File: src/rtl/booth_if.sv
// booth_if: handshake and control bundle between the Booth sequencing
// controller (slave side) and the surrounding system plus datapath (master).
interface booth_if #(
    parameter int WIDTH = 4
);
    localparam int IW = $clog2(WIDTH + 1);

    logic          start;
    logic          q0;
    logic          qm1;
    logic          m_ctrl;
    logic [1:0]    q_ctrl;
    logic [1:0]    a_ctrl;
    logic          ash;
    logic          busy;
    logic          done;
    logic [IW-1:0] iter;

    modport master (
        output start, q0, qm1,
        input  m_ctrl, q_ctrl, a_ctrl, ash, busy, done, iter
    );

    modport slave (
        input  start, q0, qm1,
        output m_ctrl, q_ctrl, a_ctrl, ash, busy, done, iter
    );
endinterface

File: src/rtl/booth_ctrl.sv
// booth_ctrl: sequencing controller for a radix-2 Booth multiplier datapath.
// Issues M/Q/A register controls and runs WIDTH Booth iterations per operation.
// Optional macro BOOTH_CTRL_FAST_EN: an EVAL whose {q0,qm1} pair needs no
// add/subtract shifts in the same cycle and skips the SHIFT state.
//
//   state | meaning
//   IDLE  | waiting for start
//   LOAD  | load M and Q, clear A and Q-1
//   EVAL  | add/subtract M per the {q0,qm1} pair
//   SHIFT | arithmetic right shift of A:Q:Q-1, count one iteration
//   DONE  | one-cycle completion, may restart directly into LOAD
module booth_ctrl #(
    parameter int   WIDTH     = 4,
    parameter logic CTRL_LOAD = 1'b1,
    parameter logic CTRL_HOLD = 1'b0
) (
    input logic    clk,
    input logic    rst_n,
    booth_if.slave bus
);
    localparam int IW = $clog2(WIDTH + 1);

    typedef enum logic [2:0] {
        S_IDLE  = 3'd0,
        S_LOAD  = 3'd1,
        S_EVAL  = 3'd2,
        S_SHIFT = 3'd3,
        S_DONE  = 3'd4
    } state_t;

    state_t        state;
    logic [IW-1:0] iter_r;
    logic          m_r;
    logic [1:0]    q_r;
    logic [1:0]    a_r;
    logic          ash_r;
    logic          busy_r;
    logic          done_r;
    logic [1:0]    booth_op;
    logic          fast_skip;
    logic          last_iter;

    assign last_iter = (iter_r == IW'(1));

    // Booth recoding of the current {q0,qm1} pair into an A operation
    always_comb begin
        booth_op = 2'b00;
        case ({bus.q0, bus.qm1})
            2'b10:   booth_op = 2'b11;
            2'b01:   booth_op = 2'b10;
            default: booth_op = 2'b00;
        endcase
    end

`ifdef BOOTH_CTRL_FAST_EN
    assign fast_skip = (state == S_EVAL) && (bus.q0 == bus.qm1);
`else
    assign fast_skip = 1'b0;
`endif

    // State, iteration counter and registered outputs for the next state
    always_ff @(posedge clk or negedge rst_n) begin
        if (!rst_n) begin
            state  <= S_IDLE;
            iter_r <= '0;
            m_r    <= CTRL_HOLD;
            q_r    <= 2'b00;
            a_r    <= 2'b00;
            ash_r  <= 1'b0;
            busy_r <= 1'b0;
            done_r <= 1'b0;
        end else begin
            m_r    <= CTRL_HOLD;
            q_r    <= 2'b00;
            a_r    <= 2'b00;
            ash_r  <= 1'b0;
            busy_r <= 1'b0;
            done_r <= 1'b0;
            case (state)
                S_IDLE: begin
                    if (bus.start) begin
                        state  <= S_LOAD;
                        m_r    <= CTRL_LOAD;
                        q_r    <= 2'b01;
                        a_r    <= 2'b01;
                        busy_r <= 1'b1;
                    end
                end
                S_LOAD: begin
                    state  <= S_EVAL;
                    iter_r <= IW'(WIDTH);
                    busy_r <= 1'b1;
                end
                S_EVAL: begin
                    if (fast_skip) begin
                        if (iter_r != '0) iter_r <= iter_r - IW'(1);
                        if (last_iter) begin
                            state  <= S_DONE;
                            done_r <= 1'b1;
                        end else begin
                            state  <= S_EVAL;
                            busy_r <= 1'b1;
                        end
                    end else begin
                        state  <= S_SHIFT;
                        ash_r  <= 1'b1;
                        q_r    <= 2'b10;
                        busy_r <= 1'b1;
                    end
                end
                S_SHIFT: begin
                    if (iter_r != '0) iter_r <= iter_r - IW'(1);
                    if (last_iter) begin
                        state  <= S_DONE;
                        done_r <= 1'b1;
                    end else begin
                        state  <= S_EVAL;
                        busy_r <= 1'b1;
                    end
                end
                S_DONE: begin
                    iter_r <= '0;
                    if (bus.start) begin
                        state  <= S_LOAD;
                        m_r    <= CTRL_LOAD;
                        q_r    <= 2'b01;
                        a_r    <= 2'b01;
                        busy_r <= 1'b1;
                    end else begin
                        state <= S_IDLE;
                    end
                end
                default: begin
                    state  <= S_IDLE;
                    iter_r <= '0;
                end
            endcase
        end
    end

    // a_ctrl follows the bit pair directly in EVAL so a late q0/qm1 still lands
    assign bus.a_ctrl = (state == S_EVAL) ? booth_op : a_r;
    assign bus.q_ctrl = fast_skip ? 2'b10 : q_r;
    assign bus.ash    = ash_r | fast_skip;
    assign bus.m_ctrl = m_r;
    assign bus.busy   = busy_r;
    assign bus.done   = done_r;
    assign bus.iter   = iter_r;
endmodule

File: src/flat_wrapper.sv
// flat-port wrapper written by rule: the top's interface ports become plain ports
module booth_ctrl_flat 
#(
    parameter int   WIDTH     = 4,
    parameter logic CTRL_LOAD = 1'b1,
    parameter logic CTRL_HOLD = 1'b0
)
  (clk, rst_n, bus_start, bus_q0, bus_qm1, bus_m_ctrl, bus_q_ctrl, bus_a_ctrl, bus_ash, bus_busy, bus_done, bus_iter);
  booth_if #(.WIDTH(WIDTH)) bus_i ();
  input logic clk;
  input logic rst_n;
  input wire logic [$bits(bus_i.start)-1:0] bus_start;
  input wire logic [$bits(bus_i.q0)-1:0] bus_q0;
  input wire logic [$bits(bus_i.qm1)-1:0] bus_qm1;
  output wire logic [$bits(bus_i.m_ctrl)-1:0] bus_m_ctrl;
  output wire logic [$bits(bus_i.q_ctrl)-1:0] bus_q_ctrl;
  output wire logic [$bits(bus_i.a_ctrl)-1:0] bus_a_ctrl;
  output wire logic [$bits(bus_i.ash)-1:0] bus_ash;
  output wire logic [$bits(bus_i.busy)-1:0] bus_busy;
  output wire logic [$bits(bus_i.done)-1:0] bus_done;
  output wire logic [$bits(bus_i.iter)-1:0] bus_iter;
  assign bus_i.start = bus_start;
  assign bus_i.q0 = bus_q0;
  assign bus_i.qm1 = bus_qm1;
  assign bus_m_ctrl = bus_i.m_ctrl;
  assign bus_q_ctrl = bus_i.q_ctrl;
  assign bus_a_ctrl = bus_i.a_ctrl;
  assign bus_ash = bus_i.ash;
  assign bus_busy = bus_i.busy;
  assign bus_done = bus_i.done;
  assign bus_iter = bus_i.iter;
  booth_ctrl #(.WIDTH(WIDTH), .CTRL_LOAD(CTRL_LOAD), .CTRL_HOLD(CTRL_HOLD)) u_core (.clk(clk), .rst_n(rst_n), .bus(bus_i));
endmodule
File: config.mk
export PLATFORM = sky130hd
export DESIGN_NAME = booth_ctrl_flat
export DESIGN_NICKNAME = d
export VERILOG_FILES = /design/src/rtl/booth_if.sv /design/src/rtl/booth_ctrl.sv /design/src/flat_wrapper.sv
export SDC_FILE = /design/constraint.sdc
export NUM_CORES = 1
export LEC_CHECK = 0
export ABC_AREA = 1
export BUFFER_PORTS_ARGS = -buffer_cell sky130_fd_sc_hd__buf_4
export CAP_MARGIN = 20
export CORE_MARGIN = 2
export CORE_UTILIZATION = 34
export CTS_CLUSTER_DIAMETER = 100
export DETAILED_ROUTE_END_ITERATION = 7
export GPL_TIMING_DRIVEN = 0
export PLACE_DENSITY = 0.56
export SETUP_SLACK_MARGIN = 0.3
export SLEW_MARGIN = 25
export SYNTH_ARGS = -nofsm -noshare
export SYNTH_HDL_FRONTEND = slang
export SYNTH_SLANG_ARGS = --single-unit
File: constraint.sdc
create_clock -name clk -period 1.4 [get_ports clk]
set_input_delay 0.14 -clock clk [delete_from_list [all_inputs] [get_ports clk]]
set_output_delay 0.14 -clock clk [all_outputs]
set_load 0.005 [all_outputs]
==> results list, run 1 <==
* Worst Hold Path Cells: 3
* Core Rows: 14
- Area of the die: 1933 um^2
- Summing over every cut layer, the via total after detailed routing is 450.
- Registers take 277.8 um^2.
- Cell count after synthesis: 62
- Setup repair after global routing could not meet its margin everywhere.
* Placed wire-length estimate: 714.9 um
* Total nets after synthesis: 71
- ANT cells: 0
* Setup clock skew after layout: 0.005537 ns
- Cell mode on critical path: sky130_fd_sc_hd__nand2_1
* Root cell of the clock tree: sky130_fd_sc_hd__clkbuf_4
- The final hold violation count was 0.
* Clock share of power: 0.126
* Sw Ratio: 0.3871
- In the final layout, the share of cells above drive strength 1 is 0.4773.
* Internal Pwr Total: 0.0009941 W
- WHS: 0.1579 ns
- Via count of the first global-routing pass: 438
* Mean post-synth cell area: 8.758 um^2
- The number of clock buffers added by TritonCTS is 3.
- Origin of the critical flop-to-flop path: u_core.bus.iter[1]$_DFFE_PN0P_
* Actual transition at the worst max-transition pin: 0.1978 ns
- Max transition margin: 0.8674
- Capture endpoint of the worst hold path: u_core.a_r[0]$_DFF_PN0_
- Net switching power: 0.0006278 W
- Worst setup path category: flip-flop to output port
- Endpoint of the worst-slack reg-to-reg timing path: u_core.bus.busy$_DFF_PN0_
- After global routing the overflow that remains totals 0.
* Placeable core region: 1506 um^2
* Wire length per cell: 10.27 um
* Worst hold-check path type: input pin to flip-flop
* Clock Pin Slew Worst Setup and Hold Paths: 0.06 ns
- Buf/Inv on CP: 2
* Crit path max-delay cell type: sky130_fd_sc_hd__dfrtp_1
- In the routed design, unresolved DRC markers number 0.
- Number of buffers added on ports: 15
- Routability congestion estimate from global placement: 0.7852
- The filler cells instantiated in the layout total 131.
- Req. time, crit path: 1.26 ns
* Portion of the clock cycle consumed by the worst path in the final layout: 0.9103
- On the worst path, the slowest cell contributes a delay of 0.40 ns.
* CTS H-tree lvls: 1
* Final Instance Count excl. Fillers: 104
- The share of the Yosys chip area taken by registers is 0.5069.
- 16 I/O pins were placed.
* Portion of synthesized cell area occupied by the leading cell type: 0.5069
- Horizontal die dimension: 43.97 um
- Synthesis inferred 11 register bits.
- Counting cells, the worst reg-to-reg path comes to 5.
- Final worst path period need: 1.274 ns
- Area of the mapped netlist: 543.0 um^2
- Yosys top cell by area: sky130_fd_sc_hd__dfrtp_1
* Largest cells by area after synthesis: sky130_fd_sc_hd__dfrtp_1 51%, sky130_fd_sc_hd__nand2_1 9.7%, sky130_fd_sc_hd__ha_1 9.2%, sky130_fd_sc_hd__inv_1 7.6%, sky130_fd_sc_hd__nand2_2 4.6%
- Series of cell instances along the critical path: nor2_4, nand2_4, inv_2, nand2_1, nand2_1, buf_4
* Placed Cells incl. Taps: 93
- Combined area of the multi-input logic cells: 256.5 um^2
- F_max: 784.7 MHz
- Leading cell type in the layout, fill and taps excluded: sky130_fd_sc_hd__buf_4
- Global routing usage summed across all routing layers: 0.1234
- Final Routed Wirelength: 1068 um
* Crit Path Max Fanout: 6
- TritonCTS Sinks: 11
* FF-to-FF setup slack: 0.32 ns
- The worst setup path is launched from a flip-flop.
* Worst skew pair latency: 0.26 ns
- Run status: completed
* ANT nets after route: 0
* Critical Path Sink Type: output port
* Clock tree from TritonCTS: done
* Via density: 4.327
- In this run the static leakage power is 0.4561 nW.
* Warning count from the yosys run: 0
- The area growth from synthesis to layout is 51.61%.
- The initial antenna violation count came to 0.
- Logic pwr share: 0.542
- Entering global routing, the biggest net connects 12 pins.
- For this run, the post-layout net count is 98.
* Data arrival time of the critical path: 1.13 ns
- Power density over the cells: 1970 nW/um^2
- On the critical path the largest part of the delay comes from flip-flops.
- In the layout the commonest cells are 17 x sky130_fd_sc_hd__buf_4, 13 x sky130_fd_sc_hd__nand2_1, 9 x sky130_fd_sc_hd__dfrtp_1.
* Number of detailed-route iterations in the first pass: 4
- The synthesized netlist contains 14 unique library cells.
- Number of max-slew violations in the final report: 0
- Die height: 43.97 um
- The worst-case IR drop observed on VDD is 0.001172 V.
* Initial DRC Count: 8
* First-pass GRT wire length: 1704 um
- Finish-stage setup viols: 0
- Max-cap violations in this run came to 0.
* Max Root-Sink Buffers: 2
- Part of the total power dissipated in sequential elements: 0.332
- For this run, the share of the core covered by cells in the final layout is 0.5465.
* Aggregate negative setup slack: 0 ns
* Initial standard-cell utilization of the core: 0.3605
- Hold path startpoint: bus_start
[stage by stage]
stage          worst slack, ns  total power (W)  instance area (um^2)
3_5_place_dp            0.2145         0.001184                 675.6
2_1_floorplan           0.3130        0.0009294                 543.0
5_1_grt                0.05038         0.001786                 823.3
4_1_cts                 0.1186         0.001508                 762.0
6_report                0.1256         0.001622                 823.3
3_3_place_gp            0.1926         0.001177                 675.6
[area by class of cell]
cell class              instances  share of cell area
plain buffers                   1            0.009119
clock buffers                   4             0.03191
inverters                      13             0.05927
multi-input cells              37              0.3116
flip-flops and latches         11              0.3374
well taps                      16             0.02432
repair buffers                 22              0.2264
[power by group through the flow]
stage | clock [W] | sequential [W] | combinational [W]
final | 0.000204 | 0.000539 | 0.000879
after global routing | 0.000241 | 0.000552 | 0.000993
after floorplan | 0 | 0.000536 | 0.000393
after CTS | 0.000218 | 0.000532 | 0.000758
after detailed placement | 0 | 0.000542 | 0.000642
after global placement | 0 | 0.000540 | 0.000637
[sequential cells by signal (all words and copies together) (netlist names)]
signal and count:
u_core.bus.ash 1, u_core.state 3, u_core.bus.busy 1, u_core.bus.done 1, u_core.a_r 1, u_core.bus.iter 3
u_core.bus.q_ctrl 1
[synth_stat cells]
cell,instances
sky130_fd_sc_hd__inv_2,2
sky130_fd_sc_hd__dfrtp_1,11
sky130_fd_sc_hd__nand4_1,2
sky130_fd_sc_hd__ha_1,4
sky130_fd_sc_hd__nor2_2,1
sky130_fd_sc_hd__nor3_1,2
sky130_fd_sc_hd__nor2_1,3
sky130_fd_sc_hd__nand2_1,14
sky130_fd_sc_hd__nand3_1,5
sky130_fd_sc_hd__a211oi_1,1
sky130_fd_sc_hd__buf_4,1
sky130_fd_sc_hd__nor2_4,1
sky130_fd_sc_hd__inv_1,11
sky130_fd_sc_hd__nand2_2,4
[what timing repair did]
action | 4_1_cts | 5_1_grt
gates resized for setup | 4 | 15
cloned | 0 | 0
hold buffers | 1 | 0
endpoints found under the hold margin | 11 | 0
setup endpoints to repair | 5 | 10
pin swaps | 1 | 4
buffers inserted | 5 | 1
[logic make-up after synthesis]
group | after synthesis | share of synthesized area
AOI/OAI and AO/OA | 1 | 0.01383
adders and majority gates | 4 | 0.09217
buffers and inverters | 14 | 0.1037
DFF | 11 | 0.5069
and+or+nand+nor | 32 | 0.2834
[worst reg2reg max path: cells and delay by family, from the launching register on]
kind / cells / cell delay (ns)
flops: 1 / 0.41
simple gates: 3 / 0.29
fa+ha+maj: 1 / 0.16
buf+inv: 1 / 0.12
[routing by layer]
metal,wire (um),track usage,vias to the layer above
met5,0,0,-
met4,0,0.01818,0
met3,75,0.07500,0
met2,502,0.2059,10
met1,490,0.1370,196
li1,-,-,244
[worst max-delay path by stage]
stage          depth (start not counted)  slack [ns]                             end                            from
2_1_floorplan                          8        0.31  u_core.bus.iter[0]$_DFFE_PN0P_  u_core.bus.iter[0]$_DFFE_PN0P_
3_3_place_gp                           6        0.19                   bus_a_ctrl[0]     u_core.state[2]$_DFFE_PN0P_
3_5_place_dp                           6        0.21                   bus_a_ctrl[0]     u_core.state[2]$_DFFE_PN0P_
4_1_cts                                6        0.12                   bus_a_ctrl[0]     u_core.state[0]$_DFFE_PN0P_
5_1_grt                                6        0.05                   bus_a_ctrl[0]     u_core.state[0]$_DFFE_PN0P_
6_report                               6        0.13                   bus_a_ctrl[0]     u_core.state[0]$_DFFE_PN0P_
Power figures use the tool's default switching activity.
==> run 2, diff against run 1 <==
BUFFER_PORTS_ARGS = -buffer_cell sky130_fd_sc_hd__buf_2   (was -buffer_cell sky130_fd_sc_hd__buf_4)
CORE_UTILIZATION = 39   (was 34)
PLACE_DENSITY = unset   (was 0.56)
==> results list, run 2 (synthesis gave the netlist of run 1 again) <==
- Run status: completed
- Series of cell instances along the critical path: nor2_4, nand2_4, inv_2, nand2_1, nand2_1, buf_2
- Final cell area excluding filler cells: 780.7 um^2 (-5.2%)
* Commonest cells after routing, fill and taps aside: 15 x sky130_fd_sc_hd__buf_2, 13 x sky130_fd_sc_hd__nand2_1, 8 x sky130_fd_sc_hd__inv_1, 8 x sky130_fd_sc_hd__dfrtp_1, 7 x sky130_fd_sc_hd__buf_4
- Area growth from synthesis to layout: 43.78%
- Number of design rule violations left after detail routing: 0 (unchanged)
- Data arrival time of the critical path: 1.14 ns (about the same)
- The CTS H-tree depth is 1 (unchanged).
* CTS buffer count: 3 (unchanged)
- Sum of overflow across all layers after global routing: 0 (unchanged)
- The tree is rooted in a sky130_fd_sc_hd__clkbuf_4.
- The number of iterations in the first detailed-routing pass is 4 (unchanged).
* Critical Path Sink Type: output port
- Initial DRC Count: 17 (+9)
* Final Net Count: 99 (+1.0%)
* Number of buffers added on ports: 15 (unchanged)
- Max transition margin: 0.8404 (-0.02698)
- The antenna violation net count after detailed routing came to 0 (unchanged).
* Aggregate negative setup slack: 0 ns (unchanged)
- Die height: 41.32 um (-6.0%)
- The worst setup timing slack at the placement stage was 0.1945 ns (-0.01996 ns).
- Core Rows: 13 (-1)
- The aggregate global-route resource usage is 0.1644 (+0.04104).
* Largest stage delay on the critical path: 0.43 ns (+0.03 ns)
- VDD IR max: 0.001092 V (-6.8%)
* Via density: 4.615 (+6.7%)
* Actual transition at the worst max-transition pin: 0.2394 ns (+0.04166 ns)
- The starting density of the core came to 0.4173 (+0.05684).
- The horizontal die dimension came to 41.32 um (-6.0%).
- The filler cell count in the final layout was 120 (-8.4%).
- TritonCTS Sinks: 11 (unchanged)
- Slack of the critical path: 0.1189 ns (-0.006690 ns)
- Finish-stage setup viols: 0 (unchanged)
- The final worst-path cycle share was 0.9151 (+0.004779).
- Internal Pwr Total: 0.0009549 W (-3.9%)
* Part of the total power dissipated in sequential elements: 0.334 (+0.002)
* Pin count of the biggest net entering global routing: 12 (unchanged)
- The switching power was 0.0006415 W (+2.2%).
- Routability congestion estimate from global placement: 0.7157 (-8.9%)
- Worst hold-check path type: input pin to flip-flop
- Wire length per cell: 11.18 um (+8.9%)
- Max Root-Sink Buffers: 2 (unchanged)
- Placeable core region: 1301 um^2 (-14%)
* Worst setup path category: flip-flop to output port
* F_max: 780.6 MHz (-0.52%)
* Crit path max-delay cell type: sky130_fd_sc_hd__dfrtp_2
* Via count of the first global-routing pass: 422 (-3.7%)
- The worst clock skew came to 0.007328 ns (+0.001791 ns).
- The clock period minus worst slack came to 1.281 ns (+0.006690 ns).
- RSZ-0062 raised after global routing: true
- Number of max-cap violations: 0 (unchanged)
- Final Hold Vio Count: 0 (unchanged)
- The total wire length after detailed routing came to 1163 um (+8.9%).
* Cell mode on critical path: sky130_fd_sc_hd__nand2_1
- The placed cell count is 92 (-1.1%).
- Clock tree from TritonCTS: done
- STA classifies the critical path startpoint as a flip-flop.
- Initial antenna violation count: 0 (unchanged)
- Total I/O pin count: 16 (unchanged)
* Via count: 480 (+6.7%)
- Sw Ratio: 0.4019 (+0.01477)
- Clock share of power: 0.131 (+0.005)
- The half-perimeter wire length of the detailed placement result came to 810 um (+13%).
- Clock Pin Slew Worst Setup and Hold Paths: 0.07 ns (about the same)
- Leakage component of the power: 0.4509 nW (-1.1%)
- Area of the die: 1707 um^2 (-12%)
- The number of pins exceeding their max-slew limit in the final report came to 0 (unchanged).
- Leading cell type in the layout, fill and taps excluded: sky130_fd_sc_hd__buf_2
- The part of the power in combinational logic is 0.535 (-0.007).
* Layout cells sized above 1: 0.4944 (+0.01711)
- Worst skew pair latency: 0.27 ns (about the same)
- Final Instance Count excl. Fillers: 104 (unchanged)
* Cell area after placement: 636.9 um^2 (-5.7%)
- ANT cells: 0 (unchanged)
- First-pass GRT wire length: 1711 um (+0.41%)
- Crit Path Max Fanout: 4 (-2)
* Req. time, crit path: 1.26 ns (about the same)
* Power density over the cells: 2045 nW/um^2 (+3.8%)
## run 2: cell count changes in the layout (fill, tap and decap cells not counted), sizes merged
cell  before  now
buf       22   23
## run 2: path summary, 6_finish.rpt
kind | from | cells after the start | slack [ns] | end
setup / recovery | u_core.state[0]$_DFFE_PN0P_ | 6 | 0.12 | bus_a_ctrl[0]
hold / removal | bus_start | 3 | 0.14 | u_core.state[0]$_DFFE_PN0P_
setup reg to reg | u_core.bus.iter[0]$_DFFE_PN0P_ | 5 | 0.26 | u_core.bus.busy$_DFF_PN0_
hold reg to reg | u_core.bus.iter[2]$_DFFE_PN0P_ | 2 | 0.54 | u_core.bus.iter[2]$_DFFE_PN0P_
max in group asynchronous | rst_n | 2 | 0.91 | u_core.state[1]$_DFFE_PN0P_
min in group asynchronous | rst_n | 2 | 0.27 | u_core.bus.done$_DFF_PN0_
## run 2: worst max-delay path: cells and delay by family, from the launching register on
kind / cells / cell delay (ns)
flip-flops: 1 / 0.43
AND/OR/NAND/NOR: 4 / 0.29
buffers and inverters: 2 / 0.15
## run 2: cell type report
cell class / count / area, um^2 / area share
Timing Repair Buffer: 23 / 141.4 / 0.1811
Tap cell: 15 / 18.77 / 0.02404
Clock buffer: 4 / 26.28 / 0.03365
Sequential cell: 11 / 279.0 / 0.3574
Buffer: 1 / 7.507 / 0.009615
Multi-Input combinational cell: 37 / 259.0 / 0.3317
Inverter: 13 / 48.80 / 0.06250
## run 2: metal layers
layer  routed length [um]  vias up  GRT usage
met5                    0        -          0
met4                    0        0    0.02419
met3                   61        0    0.09574
met2                  631       10     0.2930
met1                  471      226     0.1689
li1                     -      244          -
## run 2: what timing repair did
item                                    in CTS  in global routing
pin swaps                                    1                  7
endpoints found under the hold margin       11                  0
hold buffers                                 1                  0
gates resized for setup                      6                 10
setup buffers                                6                  1
endpoints found under the setup margin       6                  8
## run 2: metrics by stage
step,util,hold WS [ns],power [W]
5_1_grt,0.6000,0.1754,0.001746
6_report,0.6000,0.1383,0.001596
2_1_floorplan,-,-0.1556,0.0009294
3_3_place_gp,0.4894,0.01789,0.001113
3_5_place_dp,0.4894,0.01958,0.001134
4_1_cts,0.5635,0.1305,0.001498
## run 2: power by group through the flow
stage	Clock [W]	Sequential, W	Combinational (W)
after floorplan	0	0.000536	0.000393
after detailed placement	0	0.000539	0.000595
after global routing	0.000225	0.000550	0.000971
final	0.000209	0.000534	0.000854
after global placement	0	0.000536	0.000578
after CTS	0.000219	0.000530	0.000748
==> run 3, diff against run 2 <==
SETUP_SLACK_MARGIN = 0.15   (was 0.3)
clock period = 1.2 ns   (was 1.4 ns; I/O delays follow)
==> results list, run 3 (synthesis gave the netlist of run 1 again) <==
- Core Rows: 13 (unchanged)
- The number of buffer and inverter instances along the worst setup path is 2 (unchanged).
- Actual transition at the worst max-transition pin: 0.2951 ns (+0.05564 ns)
* Final Instance Count excl. Fillers: 104 (unchanged)
- Worst skew pair latency: 0.27 ns (about the same)
* Number of buffers added on ports: 15 (unchanged)
- Run status: finished, violations left
- The average routed wire per standard cell was 10.46 um (-6.4%).
- Cell mode on critical path: sky130_fd_sc_hd__nand2_1
- Endpoint of the worst-slack reg-to-reg timing path: u_core.bus.iter[0]$_DFFE_PN0P_
- The half-perimeter wire length of the detailed placement result was 783.7 um (-3.2%).
- CTS buffer count: 3 (unchanged)
* TritonCTS Sinks: 11 (unchanged)
- Number of detailed-route iterations in the first pass: 4 (unchanged)
- The DRC violation count after routing is 0 (unchanged).
* Capture endpoint of the worst hold path: u_core.state[0]$_DFFE_PN0P_
* ANT cells: 0 (unchanged)
- The largest individual stage delay along the critical path comes from the cell sky130_fd_sc_hd__dfrtp_2.
* Final worst path period need: 1.259 ns
- The worst path arrival time was 1.14 ns (about the same).
- Portion of the clock cycle consumed by the worst path in the final layout: 1.049
* Final cell area excluding filler cells: 794.5 um^2 (+1.8%)
* Worst Hold Path Cells: 3 (unchanged)
* Max transition margin: 0.8033 (-0.03709)
- The critical path in this run is classified as flip-flop to output port.
- Setup repair after global routing could not meet its margin everywhere.
- Final Routed Wirelength: 1088 um (-6.4%)
- Via density: 4.538 (-1.7%)
- The critical path required time was 1.08 ns (-0.18 ns).
- The worst clock skew was 0.001343 ns (-0.005985 ns).
* Origin of the critical flop-to-flop path: u_core.bus.iter[1]$_DFFE_PN0P_
- The number of global-route vias before repair came to 399 (-5.5%).
- Series of cell instances along the critical path: nor2_4, nand2_4, inv_2, nand2_1, nand2_1, buf_2
- FF-to-FF setup slack: 0.08 ns (-0.18 ns)
- Routability congestion estimate from global placement: 0.7478 (+4.5%)
- Number of max-slew violations in the final report: 0 (unchanged)
* Horizontal die dimension: 41.32 um (unchanged)
- Global routing usage summed across all routing layers: 0.1685 (+0.004097)
- The die area came to 1707 um^2 (unchanged).
* Finish-stage setup viols: 2 (+2)
* Commonest cells after routing, fill and taps aside: 14 x sky130_fd_sc_hd__buf_2, 13 x sky130_fd_sc_hd__nand2_1, 10 x sky130_fd_sc_hd__dfrtp_1
- The power density over the cells is 2314 nW/um^2 (+13%).
* Violated checks: setup timing
* Clock Pin Slew Worst Setup and Hold Paths: 0.06 ns (about the same)
* Number of max-cap violations: 0 (unchanged)
* ANT nets after route: 0 (unchanged)
- Via count: 472 (-1.7%)
* Worst reg-to-reg path cell count: 9 (+4)
* Initial DRC Count: 7 (-10)
- STA classifies the critical path startpoint as a flip-flop.
- Largest stage delay on the critical path: 0.43 ns (about the same)
- The highest net fanout along the worst path is 4 (unchanged).
- VDD IR max: 0.001138 V (+4.2%)
- The placed cell count came to 92 (unchanged).
* Placeable core region: 1301 um^2 (unchanged)
- Final Hold Vio Count: 0 (unchanged)
- Clock tree from TritonCTS: done
- Cell area after placement: 639.4 um^2 (+0.39%)
- The die height came to 41.32 um (unchanged).
- The worst setup path is captured at an output port.
* Worst hold-check path type: input pin to flip-flop
- The fraction of final layout cells with drive strength greater than 1 is 0.4944 (unchanged).
- Initial standard-cell utilization of the core: 0.4173 (unchanged)
* Final Net Count: 99 (unchanged)
- First-pass GRT wire length: 1697 um (-0.82%)
- Area growth from synthesis to layout: 46.31%
- Worst setup path startpoint: u_core.state[2]$_DFFE_PN0P_
- Initial antenna violation count: 0 (unchanged)
* Root cell of the clock tree: sky130_fd_sc_hd__clkbuf_4
- Slack of the critical path: -0.05901 ns (-0.1779 ns)
- The remaining global-route overflow came to 0 (unchanged).
- The clock tree buffer depth was 2 (unchanged).
- Family of cells with the greatest summed delay on the critical path: flip-flops
- The pin count of the biggest net entering global routing is 12 (unchanged).
* Total I/O pin count: 16 (unchanged)
- The worst hold path begins at bus_start.
* CTS H-tree lvls: 1 (unchanged)
- Leakage component of the power: 0.4569 nW (+1.3%)
- Leading cell type in the layout, fill and taps excluded: sky130_fd_sc_hd__buf_2
* F_max: 794.3 MHz
run 3: how the worst max path moves through the flow:
stage,end,slack [ns],cells after the start
2_1_floorplan,u_core.bus.iter[0]$_DFFE_PN0P_,0.16,8
3_3_place_gp,bus_a_ctrl[0],0.02,6
3_5_place_dp,bus_a_ctrl[0],0.01,6
4_1_cts,bus_a_ctrl[0],-0.06,6
5_1_grt,bus_a_ctrl[0],-0.15,6
6_report,bus_a_ctrl[0],-0.06,6
run 3: final cells by class:
class	count	area, um^2
Tap cell	15	18.77
Fill cell	124	506.7
Sequential cell	11	276.5
Multi-Input combinational cell	37	269.0
Buffer	1	7.507
Inverter	13	48.80
Timing Repair Buffer	23	147.6
Clock buffer	4	26.28
run 3: report_power, final:
part / switching (W) / internal (W)
clock: 0.000119 / 0.000129
combinational: 0.000510 / 0.000459
sequential: 0.000115 / 0.000507
run 3: stage by stage:
step | util | hold slack (ns) | TNS [ns] | worst slack, ns | power (W)
CTS | 0.5875 | 0.1209 | -0.07231 | -0.06444 | 0.001806
global placement | 0.4913 | -0.003664 | 0 | 0.01639 | 0.001299
global route | 0.6106 | 0.1407 | -0.2695 | -0.1461 | 0.002032
detailed placement | 0.4913 | 0.002842 | 0 | 0.01165 | 0.001322
floorplan | - | -0.1756 | 0 | 0.1616 | 0.001089
finish | 0.6106 | 0.1258 | -0.06345 | -0.05901 | 0.001838
run 3: timing repair:
item,in CTS,in global routing
hold buffers,1,0
endpoints found under the setup margin,7,10
resized for setup,12,3
hold endpoints to repair,11,0
setup buffers,5,2
pin swaps,5,2
run 3: layer usage:
| layer | vias to the layer above | part of all wire | global-route usage |
|---|---|---|---|
| met5 | - | 0 | 0 |
| met2 | 13 | 0.48 | 0.2383 |
| met3 | 4 | 0.067 | 0.09574 |
| li1 | 246 | - | - |
| met1 | 209 | 0.43 | 0.1974 |
| met4 | 0 | 0.017 | 0.09677 |
run 3: worst register-to-register path, stage by stage, from the launching register on:
cell and delay (ns):
sky130_fd_sc_hd__dfrtp_1 0.38, sky130_fd_sc_hd__inv_2 0.06, sky130_fd_sc_hd__buf_6 0.11, sky130_fd_sc_hd__ha_4 0.15, sky130_fd_sc_hd__nand2_4 0.06, sky130_fd_sc_hd__inv_2 0.03
sky130_fd_sc_hd__nand2_2 0.06, sky130_fd_sc_hd__nand2_2 0.05, sky130_fd_sc_hd__nand2_1 0.05, sky130_fd_sc_hd__nand2_1 0.05
